File: src/rtl/ika2151_noise_mc.sv
// Multi-channel OPM-style noise generator: per-channel frequency divider,
// white/periodic Fibonacci LFSR and signed +/-LEVEL accumulator output.
module ika2151_noise_mc #(
  parameter int unsigned           NCH    = 1,
  parameter int unsigned           LFSR_W = 17,
  parameter int unsigned           TAP    = 3,
  parameter logic [LFSR_W-1:0]     SEED   = LFSR_W'(1),
  parameter int unsigned           FRQ_W  = 5,
  parameter int unsigned           OUT_W  = 14
) (
  input  logic                     i_EMUCLK,
  input  logic                     i_MRST,
  input  logic                     i_phi1_PCEN_n,
  input  logic                     i_CYCLE_12,
  input  logic [NCH-1:0]           i_NEN,
  input  logic [NCH-1:0]           i_MODE,
  input  logic [NCH*FRQ_W-1:0]     i_NFRQ,
  input  logic [NCH*(OUT_W-1)-1:0] i_LEVEL,
  output logic [NCH*OUT_W-1:0]     o_ACC_NOISE,
  output logic [NCH-1:0]           o_STEP,
  output logic                     o_LFO_NOISE
);

  logic                en;
  logic                tick;
  logic [LFSR_W-1:0]   lfsr_q  [NCH];
  logic [FRQ_W-1:0]    cnt_q   [NCH];
  logic [LFSR_W-1:0]   lfsr_nx [NCH];
  logic [OUT_W-1:0]    acc_nx  [NCH];
  logic [NCH-1:0]      wrap;

  assign en   = ~i_phi1_PCEN_n;
  assign tick = en & i_CYCLE_12;

  always_comb begin
    logic             fb;
    logic [FRQ_W-1:0] nfrq;
    logic [OUT_W-1:0] mag;
    fb   = 1'b0;
    nfrq = '0;
    mag  = '0;
    wrap = '0;
    for (int unsigned k = 0; k < NCH; k++) begin
      lfsr_nx[k] = '0;
      acc_nx[k]  = '0;
    end
    for (int unsigned k = 0; k < NCH; k++) begin
      nfrq = i_NFRQ[k*FRQ_W +: FRQ_W];
      // P-1 = (2^FRQ_W - 1) - NFRQ, i.e. the bitwise complement of NFRQ
      wrap[k] = (cnt_q[k] >= ~nfrq);
      fb = i_MODE[k] ? lfsr_q[k][0] : (lfsr_q[k][0] ^ lfsr_q[k][TAP]);
      lfsr_nx[k] = (lfsr_q[k] == '0) ? SEED : {fb, lfsr_q[k][LFSR_W-1:1]};
      mag = {1'b0, i_LEVEL[k*(OUT_W-1) +: (OUT_W-1)]};
      if (!i_NEN[k])
        acc_nx[k] = '0;
      else
        acc_nx[k] = lfsr_q[k][0] ? mag : (OUT_W'(0) - mag);
    end
  end

  always_ff @(posedge i_EMUCLK or posedge i_MRST) begin
    if (i_MRST) begin
      for (int unsigned k = 0; k < NCH; k++) begin
        lfsr_q[k] <= SEED;
        cnt_q[k]  <= '0;
      end
      o_ACC_NOISE <= '0;
      o_STEP      <= '0;
      o_LFO_NOISE <= 1'b0;
    end else if (en) begin
      o_LFO_NOISE <= lfsr_q[0][0];
      for (int unsigned k = 0; k < NCH; k++) begin
        o_ACC_NOISE[k*OUT_W +: OUT_W] <= acc_nx[k];
        o_STEP[k] <= 1'b0;
        if (!i_NEN[k]) begin
          cnt_q[k] <= '0;
        end else if (tick) begin
          if (wrap[k]) begin
            cnt_q[k]  <= '0;
            lfsr_q[k] <= lfsr_nx[k];
            o_STEP[k] <= 1'b1;
          end else begin
            cnt_q[k] <= cnt_q[k] + 1'b1;
          end
        end
      end
    end
  end

endmodule

File: config.mk
export PLATFORM = sky130hd
export DESIGN_NAME = ika2151_noise_mc
export DESIGN_NICKNAME = d
export VERILOG_FILES = /design/src/rtl/ika2151_noise_mc.sv
export SDC_FILE = /design/constraint.sdc
export NUM_CORES = 1
export LEC_CHECK = 0
export BUFFER_PORTS_ARGS = -buffer_cell sky130_fd_sc_hd__buf_2
export CAP_MARGIN = 20
export CORE_MARGIN = 3
export CORE_UTILIZATION = 45
export CTS_CLUSTER_SIZE = 12
export DETAILED_ROUTE_END_ITERATION = 6
export GPL_TIMING_DRIVEN = 0
export MAX_ROUTING_LAYER = met4
export PLACE_DENSITY = 0.77
export SLEW_MARGIN = 20
export SYNTH_ARGS = -nofsm -noshare
export SYNTH_HDL_FRONTEND = slang
export SYNTH_SLANG_ARGS = --single-unit
File: constraint.sdc
create_clock -name i_EMUCLK -period 1.8 [get_ports i_EMUCLK]
set_input_delay 0.36 -clock i_EMUCLK [delete_from_list [all_inputs] [get_ports i_EMUCLK]]
set_output_delay 0.36 -clock i_EMUCLK [all_outputs]
set_load 0.02 [all_outputs]
**Yosys cells after proc, flatten, opt, wreduce, memory -nomap -nowiden**

Index checks and enable logic that the tools add are counted.

- Register bits after elaboration: 38
- Output and inout bits: 16
- Input bits: 24
- Word-level logic and storage cells: 26

- Add/sub/neg operators: 2
- Equal/unequal tests: 1
- Multiplexer cells: 10
- Bitwise gates (word level): 4
- $lt $le $gt $ge: 1
- Reduce and logical (&&, ||, !) cells: 3

Operator list:

| kind | number |
|---|---|
| $mux 14 | 2 |
| $logic_not 17->1 | 1 |
| $mux 17 | 1 |
| $mux 5 | 3 |
| $sub 1x13->14 const A | 1 |
| $add 5x1->5 const B | 1 |
| $ge 5x5->1 | 1 |
| $not 5->5 | 1 |
| $mux 1 | 4 |
| $reduce_and 4->1 | 1 |
| $ne 2x1->1 const B | 1 |
| $reduce_and 2->1 | 1 |
| $and 1x1->1 | 1 |
| $not 1->1 | 1 |
| $xor 1x1->1 | 1 |

**Depth between registers and ports, before layout**

Gate-level depths: netlist of run 1.

- Word-level depth: 5
- Gate-level depth with buffers: 8
- Mapped depth without buffers: 7

**Least setup slack after synthesis of run 1**

No wires, ideal clock.

- Kind: register to register
- From: register cnt_q[2] in the netlist's numbering
- To: register lfsr_q[1] in the netlist's numbering
- Path buffers: 1
- Required time: 1.675 ns
- Library setup time: 0.125 ns
- Arrival: 1.839 ns
- Slack: -0.164 ns
- Period minus slack after synthesis: 1.964 ns
- Cell stages (with the launch flop): 8
- Cell sequence: dfrtp_1 -> ha_1 -> a21o_1 -> a31oi_1 -> o21ai_4 -> nand3_4 -> buf_6 -> mux2_4

- Longest elaborated chain between the ends: 2

RTL lines:

| item | line | source |
|---|---|---|
| start: declaration | 27 | `logic [FRQ_W-1:0] cnt_q [NCH];` |
| start signal: indexed assignment | 83 | `cnt_q[k] <= cnt_q[k] + 1'b1;` |
| $ge 5x5->1 | 50 | `wrap[k] = (cnt_q[k] >= ~nfrq);` |
| $reduce_and 4->1 (no line) | -- |  |
| end signal: indexed assignment | 80 | `lfsr_q[k] <= lfsr_nx[k];` |
| end: declaration | 26 | `logic [LFSR_W-1:0] lfsr_q [NCH];` |

Every way passes these cells.
A chain may end at the register's enable or synchronous reset.

**Final worst setup path of run 1**

- From: register cnt_q[2] in the netlist's numbering
- To: register lfsr_q[4] in the netlist's numbering

Same word-level chain as after synthesis.

==> results of run 1 <==
## repair_timing
item | CTS | global route
buffers inserted | 6 | 0
pin swaps | 2 | 2
resized for setup | 3 | 1
endpoints found under the setup margin | 17 | 20
## registers in the layout, indices dropped and copies added, names as in the netlist
name,cells
cnt_q,5
lfsr_q,17
o_ACC_NOISE,14
o_LFO_NOISE,1
o_STEP,1
## power by group through the flow
stage                     clock, mW  combinational, mW  sequential, mW
final                         0.710               1.12            1.14
after global routing          0.766               1.24            1.17
after CTS                     0.739               1.12            1.14
after detailed placement          0               1.03            1.17
after global placement            0              0.988            1.16
after floorplan                   0              0.644            1.27
## kinds of logic (layout without fill, tap and decap cells)
family	after synthesis	count (layout)	share of synthesized area
simple gates	56	56	0.140
flops	38	38	0.484
compound gates	33	33	0.120
mux	19	19	0.125
buf+inv	17	70	0.0369
xor+xnor	11	11	0.0490
fa+ha+maj	7	7	0.0446
## layout by cell type, fill, tap and decap left out, drive strengths merged
| cell type | Yosys | layout |
|---|---|---|
| a21o | 1 | 1 |
| nor2 | 10 | 10 |
| o21ai | 6 | 6 |
| bufinv | 0 | 1 |
| mux2i | 1 | 1 |
| xnor2 | 11 | 11 |
| nor4 | 6 | 6 |
| dfrtp | 37 | 37 |
| ha | 7 | 7 |
| a221o | 1 | 1 |
| o31ai | 9 | 9 |
| a31oi | 3 | 3 |
| nand2b | 3 | 3 |
| or4 | 1 | 1 |
| a41oi | 1 | 1 |
| and2 | 1 | 1 |
| nand3 | 6 | 6 |
| clkinv | 0 | 2 |
| mux2 | 18 | 18 |
| nand2 | 19 | 19 |
| nor3 | 7 | 7 |
| a21oi | 6 | 6 |
| a211o | 3 | 3 |
| a22o | 1 | 1 |
| o41ai | 1 | 1 |
| o21bai | 1 | 1 |
| nor2b | 2 | 2 |
| dfstp | 1 | 1 |
| clkbuf | 4 | 9 |
| buf | 2 | 47 |
| nand4 | 1 | 1 |
| inv | 11 | 11 |
## metal layers
layer | track usage | up-vias
met5 | - | -
met4 | 0.0501 | 0
met3 | 0.0471 | 3
met2 | 0.292 | 37
met1 | 0.212 | 733
li1 | - | 748
## cell type report
cell class	instances	area [um2]	area share
Buffer	6	40.0	0.0164
Tap cell	50	62.6	0.0256
Timing Repair Buffer	45	263	0.107
Inverter	11	41.3	0.0169
Clock inverter	3	40.0	0.0164
Multi-Input combinational cell	126	976	0.399
Clock buffer	5	68.8	0.0281
Sequential cell	38	953	0.390
## worst paths after layout
kind / start / end / slack (ps)
worst max-delay path: cnt_q[2]$_DFFE_PP0P_ / lfsr_q[4]$_DFFE_PP0P_ / 9
worst min-delay path: i_MRST / lfsr_q[12]$_DFFE_PP0P_ / 20
worst max register to register: cnt_q[2]$_DFFE_PP0P_ / lfsr_q[4]$_DFFE_PP0P_ / 9
worst min register to register: o_ACC_NOISE[12]$_DFFE_PP0N_ / o_ACC_NOISE[12]$_DFFE_PP0N_ / 480
max in group asynchronous: i_MRST / lfsr_q[0]$_DFFE_PP1P_ / 1270
min in group i_EMUCLK: i_LEVEL[0] / o_ACC_NOISE[0]$_DFFE_PP0N_ / 340
## worst max-delay path: stages, from the launching register on
cell     delay, ps
dfrtp_2        430
ha_4           290
a21o_1         150
a31oi_4         50
o21ai_4        170
nand3_4        120
buf_12         180
mux2_4         290
## stage by stage
| step | instance area, um2 | utilization |
|---|---|---|
| after detailed placement | 2270 | 0.551 |
| after global routing | 2440 | 0.594 |
| final | 2440 | 0.594 |
| after floorplan | 1990 | - |
| after CTS | 2440 | 0.592 |
| after global placement | 2240 | 0.545 |
==> flow_summary.toml, run 1 <==
[clocking]
cts_max_level = 2
clkTransAtPathRegs_ps = 70
tritoncts = "done"
clkLatencyLatePin_ps = 290
ctsHoldBuffers = 0
clk_path_buf_depth = 2
cts_buffers = 5
cts_root_buf = "clkbuf_8"
cts_sinks = 38

[grt]
grt_max_degree = 26
grtUsageTotal = 0.177
gr-total-overflow = 0
antenna_found_initial = 0
grt_pass1_vias = 1511
grt_pass1_wl_mm = 6.92

[floorplan]
die-width_um = 72.1
rows = 23
pin_count = 40
dieArea_um2 = 5200
start_util = 0.478
coreArea_um2 = 4120
die-height_um = 72.1

[pwr]
seqPwrFrac = 0.384
p_clk_frac = 0.239
intPower_mw = 1.95
leakage_nw = 1.25
switchingPower_mw = 1.03
comb_power_share = 0.377
cellPowerDensity_nw_per_um2 = 1220
p_sw_frac = 0.345
fin_total_pwr_mw = 2.98
ir_drop_mv = 0.453

[timing]
hold_ws_ps = 22.2
setup_ws_ps = 8.86
worst_slew_pin_slew_ps = 610
final-max-slew-violation-count = 0
tns_ps = 0
setup_viol = 0
rsz0062_at_grt = "true"
fin_crit_ps = 1790
post-route-period-util = 0.995
hold_viol = 0
skew_ps = 3.20
slew_headroom = 0.590
fmax_mhz = 558

[placed_design]
io_buffers = 38
pre_cts_ws_ps = -284
place_congestion = 0.812
hpwl_mm = 2.86
placed_cells = 270

[finish]
drive_gt1_frac = 0.350
fillerInstances = 358
final_cells = 284
diodes = 0
fin_nets = 264
area_growth_syn_to_layout_pct = 24.4

[flow_run]
maxCapViolCount = 0

[synth]
synth_edf_count = 0
ys_async_sr_fraction = 1.00
synth_ff_type = "dfrtp_1"
syn_nets = 212
yosysSeqAreaShare = 0.484
synth_most_common_cell = "dfrtp_1"
yosysWarningCount = 0
synth_common_cells = "dfrtp_1, nand2_1, xnor2_1, inv_1, nor2_1"
yosys.area.top_type = "dfrtp_1"
synth_top_area_frac = 0.471
syn_inst = 181
synthTopCellsByArea = "dfrtp_1, mux2_4, mux2_2, xnor2_1, ha_1"
ys_ff_latch = 38
synth_area_um2 = 1970
ys_types = 35
avgSynthCellArea_um2 = 10.9

[setup_path]
crit_fanout = 10
startpoint_type = "register"
crit_type = "reg2reg"
cp_data_required_time_ps = 1980
endpoint_kind = "register"
reg2reg_depth = 7
worstPathArrival_ps = 1970

[routing]
route.detailed.drc = 0
num_vias = 1521
wirelength_mm = 4.00
detail-route-antenna-nets = 0
dr.pass1.iters = 4
wl_met2_mm = 1.95
viasPerCell = 5.36
routed.top_layer = "met4"
met3_length_um = 198
drt_iter0_markers = 102
drt-met1-wl_mm = 1.80
wire_per_inst_um = 14.1

[min_path]
hp-class = "in2async"

[status]
status = "finished, final reports clean"
(Power assumes the default switching activity.)
==> run 2: changes to the inputs <==
ABC_AREA = 1   (was unset)
==> flow_summary.toml, run 2 <==
[status]
status = "finished, final reports clean"

[clocking]
tritoncts = "done"
clk_path_buf_depth = 2
cts_sinks = 38
cts-resized-gates = 0
cts_buffers = 5
clkTransAtPathRegs_ps = 70
cts_root_buf = "clkbuf_8"
cts_max_level = 2
clkLatencyLatePin_ps = 290

[synth]
syn_inst = 277
synth_top_area_frac = 0.443
synth_ff_type = "dfrtp_1"
yosysSeqAreaShare = 0.456
synth_area_um2 = 2090
ys_async_sr_fraction = 1.00
synth_most_common_cell = "nand2_1"
syn_nets = 308
ys_types = 28
synth_common_cells = "nand2_1, dfrtp_1, nor2_1, inv_1, nand3_1"
yosys.area.top_type = "dfrtp_1"
ys_ff_latch = 38
yosysWarningCount = 0
avgSynthCellArea_um2 = 7.54
synthTopCellsByArea = "dfrtp_1, nand2_1, nand3_1, o21ai_0, nor2_1"
synth_edf_count = 0

[routing]
num_vias = 1855
viasPerCell = 4.92
wirelength_mm = 4.35
route.detailed.drc = 0
detail-route-antenna-nets = 0
drt_iter0_markers = 93
wire_per_inst_um = 11.5
dr.pass1.iters = 4

[timing]
tns_ps = 0
fmax_mhz = 618
post-route-period-util = 0.898
rsz0062_at_grt = "false"
hold_viol = 0
skew_ps = 5.47
setup_viol = 0
fin_crit_ps = 1620
slew_headroom = 0.604
worst_slew_pin_slew_ps = 588
final-max-slew-violation-count = 0

[grt]
gr-total-overflow = 0
antenna_found_initial = 0
grt_max_degree = 32
grt_pass1_vias = 1718
grt_pass1_wl_mm = 7.56
grtUsageTotal = 0.184

[setup_path]
rrSetupSlack_ps = 180
crit_type = "reg2reg"
cp_data_required_time_ps = 1980
crit_fanout = 10
worstPathArrival_ps = 1800
endpoint_kind = "register"
startpoint_type = "register"

[finish]
multiInputGateArea_um2 = 987
final_common_cell = "nand2_1"
most-common-layout-cells = "nand2_1, buf_2, dfrtp_1"
top_regs = "lfsr_q: 17 flops, o_ACC_NOISE: 14 flops, cnt_q: 5 flops"
ff_latch_area_um2 = 952
largest_register_ffs = 17
top_register = "lfsr_q"
area_growth_syn_to_layout_pct = 18.2
drive_gt1_frac = 0.215
fin_nets = 355
diodes = 0
fillerInstances = 431

[pwr]
p_clk_frac = 0.283
seqPwrFrac = 0.453
leakage_nw = 1.40
intPower_mw = 1.44
fin_total_pwr_mw = 2.18
switchingPower_mw = 0.736
comb_power_share = 0.263
ir_drop_mv = 0.620
p_sw_frac = 0.338
cellPowerDensity_nw_per_um2 = 883

[min_path]
hp-class = "in2reg"

[floorplan]
die-height_um = 74.1
dieArea_um2 = 5500
die-width_um = 74.1
coreArea_um2 = 4410
start_util = 0.473
pin_count = 40
rows = 24

[placed_design]
hpwl_mm = 3.27
place_congestion = 0.825
io_buffers = 38

[flow_run]
maxCapViolCount = 0
[run 2: cell count changes in the layout (fill, tap and decap cells not counted), sizes merged, moves of 4 or more]
cell   change
nor2      +15
nor3       -4
mux2      -18
nor4       -6
o31ai      -9
inv       +11
nand2     +95
o21ai     +13
xnor2     -10
nand3     +15
[run 2: area by class of cell]
type / count / share of cell area
Multi-Input combinational cell: 208 / 0.400
Sequential cell: 38 / 0.386
Timing Repair Buffer: 40 / 0.0892
Inverter: 23 / 0.0355
Clock buffer: 6 / 0.0334
Tap cell: 52 / 0.0263
Buffer: 8 / 0.0253
Clock inverter: 2 / 0.00507
[run 2: power by group through the flow]
stage | Combinational, mW | Sequential [mW] | Clock (mW)
finish | 0.574 | 0.988 | 0.617
global route | 0.651 | 0.999 | 0.672
floorplan | 0.333 | 1.06 | 0
detailed placement | 0.572 | 1.00 | 0
global placement | 0.554 | 1.00 | 0
CTS | 0.578 | 0.989 | 0.639
[run 2: path summary, 6_finish.rpt]
path                                             startpoint  cells after the start                           to
worst max-delay path                   cnt_q[2]$_DFFE_PP0P_                     10        lfsr_q[2]$_DFFE_PP0P_
worst min-delay path                          i_phi1_PCEN_n                      2      o_LFO_NOISE$_DFFE_PP0N_
worst max register to register         cnt_q[2]$_DFFE_PP0P_                     10        lfsr_q[2]$_DFFE_PP0P_
worst min register to register  o_ACC_NOISE[12]$_DFFE_PP0N_                      2  o_ACC_NOISE[12]$_DFFE_PP0N_
max in group asynchronous                            i_MRST                      4        lfsr_q[0]$_DFFE_PP1P_
min in group asynchronous                            i_MRST                      3         cnt_q[2]$_DFFE_PP0P_
[run 2: logic make-up (layout without fill, tap and decap cells)]
logic type | after synthesis | after routing | share of synthesized area
AO/OA/AOI/OAI | 28 | 28 | 0.0683
XOR/XNOR | 3 | 3 | 0.0126
buffers and inverters | 31 | 79 | 0.0719
flip-flops | 38 | 38 | 0.456
AND/OR/NAND/NOR | 170 | 170 | 0.350
adder cells (fa/ha/maj) | 7 | 7 | 0.0419
[run 2: routing by layer]
layer	track usage	part of all wire	vias to the layer above
met5	-	0	-
met4	0.0664	0.018	0
met3	0.0365	0.041	6
met2	0.288	0.45	34
met1	0.238	0.49	851
li1	-	-	964
[run 2: timing repair]
item	CTS	global route
endpoints found under the hold margin	7	0
setup buffers	0	0
setup endpoints to repair	0	0
hold buffers	1	0
[run 2: critical path, stage by stage (launching register included)]
cell and delay, ps:
dfrtp_1 430, ha_1 310, nand2_1 50, nor2_1 70, o21ai_1 70, nand3_1 100, nand2_2 70, buf_6 140
buf_8 150, nand2_2 50, nand2_1 50
[run 2: per-stage QoR]
step | worst slack (ps) | utilization | instance area (um2) | hold WS [ps] | std cells
finish | 183 | 0.560 | 2470 | 326 | 377
global placement | 78.2 | 0.531 | 2340 | 455 | 367
floorplan | 311 | - | 2090 | 456 | 277
global route | 20.6 | 0.560 | 2470 | 332 | 377
detailed placement | 111 | 0.536 | 2360 | 285 | 368
CTS | 159 | 0.560 | 2470 | 315 | 377
==> run 3: changes to the inputs <==
BUFFER_PORTS_ARGS = -buffer_cell sky130_fd_sc_hd__buf_4   (was -buffer_cell sky130_fd_sc_hd__buf_2)
==> flow_summary.toml, run 3 (synthesis results as in run 2) <==
[setup_path]
cp_data_required_time_ps = 1980
startpoint_type = "register"
worstPathArrival_ps = 1830
crit_type = "reg2reg"
rrSetupSlack_ps = 150
crit_fanout = 10
endpoint_kind = "register"

[floorplan]
coreArea_um2 = 4410
pin_count = 40
rows = 24
die-height_um = 74.1
start_util = 0.473
die-width_um = 74.1
dieArea_um2 = 5500

[finish]
final_core_util = 0.580
diodes = 0
multiInputGateArea_um2 = 987
area_growth_syn_to_layout_pct = 22.6
ff_latch_area_um2 = 952
largest_register_ffs = 17
top_regs = "lfsr_q: 17 flops, o_ACC_NOISE: 14 flops, cnt_q: 5 flops"
top_register = "lfsr_q"
final_cells = 377
fillerInstances = 401
design_area_um2 = 2560
drive_gt1_frac = 0.212
final_common_cell = "nand2_1"
fin_nets = 355
most-common-layout-cells = "nand2_1, buf_4, dfrtp_1"

[grt]
grt_max_degree = 34
grtUsageTotal = 0.183
gr-total-overflow = 0
grt_pass1_wl_mm = 7.67
grt_pass1_vias = 1761
antenna_found_initial = 0

[routing]
detail-route-antenna-nets = 0
drt_iter0_markers = 104
route.detailed.drc = 0
wirelength_mm = 4.43
viasPerCell = 4.90
dr.pass1.iters = 4
wire_per_inst_um = 11.8
num_vias = 1846

[timing]
fmax_mhz = 606
hold_ws_ps = 336
worst_slew_pin_slew_ps = 589
fin_crit_ps = 1650
hold_viol = 0
setup_ws_ps = 151
tns_ps = 0
final-max-slew-violation-count = 0
skew_ps = 5.11
setup_viol = 0
slew_headroom = 0.603
post-route-period-util = 0.916
rsz0062_at_grt = "false"

[placed_design]
hpwl_mm = 3.43
pre_cts_ws_ps = 100
post_dp_cell_area_um2 = 2460
placed_cells = 368
place_congestion = 0.814
io_buffers = 38

[clocking]
cts_max_level = 2
cts_root_buf = "clkbuf_8"
clk_path_buf_depth = 2
clkLatencyLatePin_ps = 280
tritoncts = "done"
cts_sinks = 38
cts_buffers = 5
clkTransAtPathRegs_ps = 70

[pwr]
cellPowerDensity_nw_per_um2 = 861
fin_total_pwr_mw = 2.21
ir_drop_mv = 0.453
leakage_nw = 1.42

[min_path]
hp-class = "in2reg"

[flow_run]
maxCapViolCount = 0

[status]
status = "finished, final reports clean"
==> run 3: metal layers <==
layer | vias to the layer above | part of all wire | track usage
li1 | 969 | - | -
met1 | 830 | 0.47 | 0.241
met2 | 40 | 0.47 | 0.292
met3 | 7 | 0.046 | 0.0338
met4 | 0 | 0.012 | 0.0463
met5 | - | 0 | -
==> run 3: layout make-up <==
type	count	area share
buffer	8	0.0244
multi-input combinational	208	0.385
clock buffer	7	0.0337
timing repair buffer	40	0.123
clock inverter	1	0.00195
tap	52	0.0254
sequential	38	0.372
inverter	23	0.0342
==> run 3: power breakdown <==
part           switching [mW]  internal [mW]  leakage [nW]  total (mW)
registers              0.0561          0.936         0.510       0.992
clock network           0.285          0.309        0.0482       0.594
logic                   0.376          0.243         0.864       0.619
total                   0.717           1.49          1.42        2.21
==> run 3: worst paths after layout <==
kind,from,end,cells after the start
max,cnt_q[2]$_DFFE_PP0P_,lfsr_q[3]$_DFFE_PP0P_,10
min,i_phi1_PCEN_n,o_LFO_NOISE$_DFFE_PP0N_,2
max reg2reg,cnt_q[2]$_DFFE_PP0P_,lfsr_q[3]$_DFFE_PP0P_,10
min reg2reg,o_ACC_NOISE[12]$_DFFE_PP0N_,o_ACC_NOISE[12]$_DFFE_PP0N_,2
max in group asynchronous,i_MRST,lfsr_q[0]$_DFFE_PP1P_,4
min in group asynchronous,i_MRST,cnt_q[2]$_DFFE_PP0P_,3
==> run 3: repair_timing <==
action	CTS	global route
hold buffers	1	0
resized for setup	0	0
endpoints found under the hold margin	5	0
buffers inserted	0	0
==> run 3: critical path, cell delays in order (launching register included) <==
cell     delay (ps)
dfrtp_1         440
ha_1            310
nand2_1          50
nor2_1           70
o21ai_1          80
nand3_1         120
nand2_2          80
buf_6           140
buf_8           150
nand2_2          50
nand2_1          50
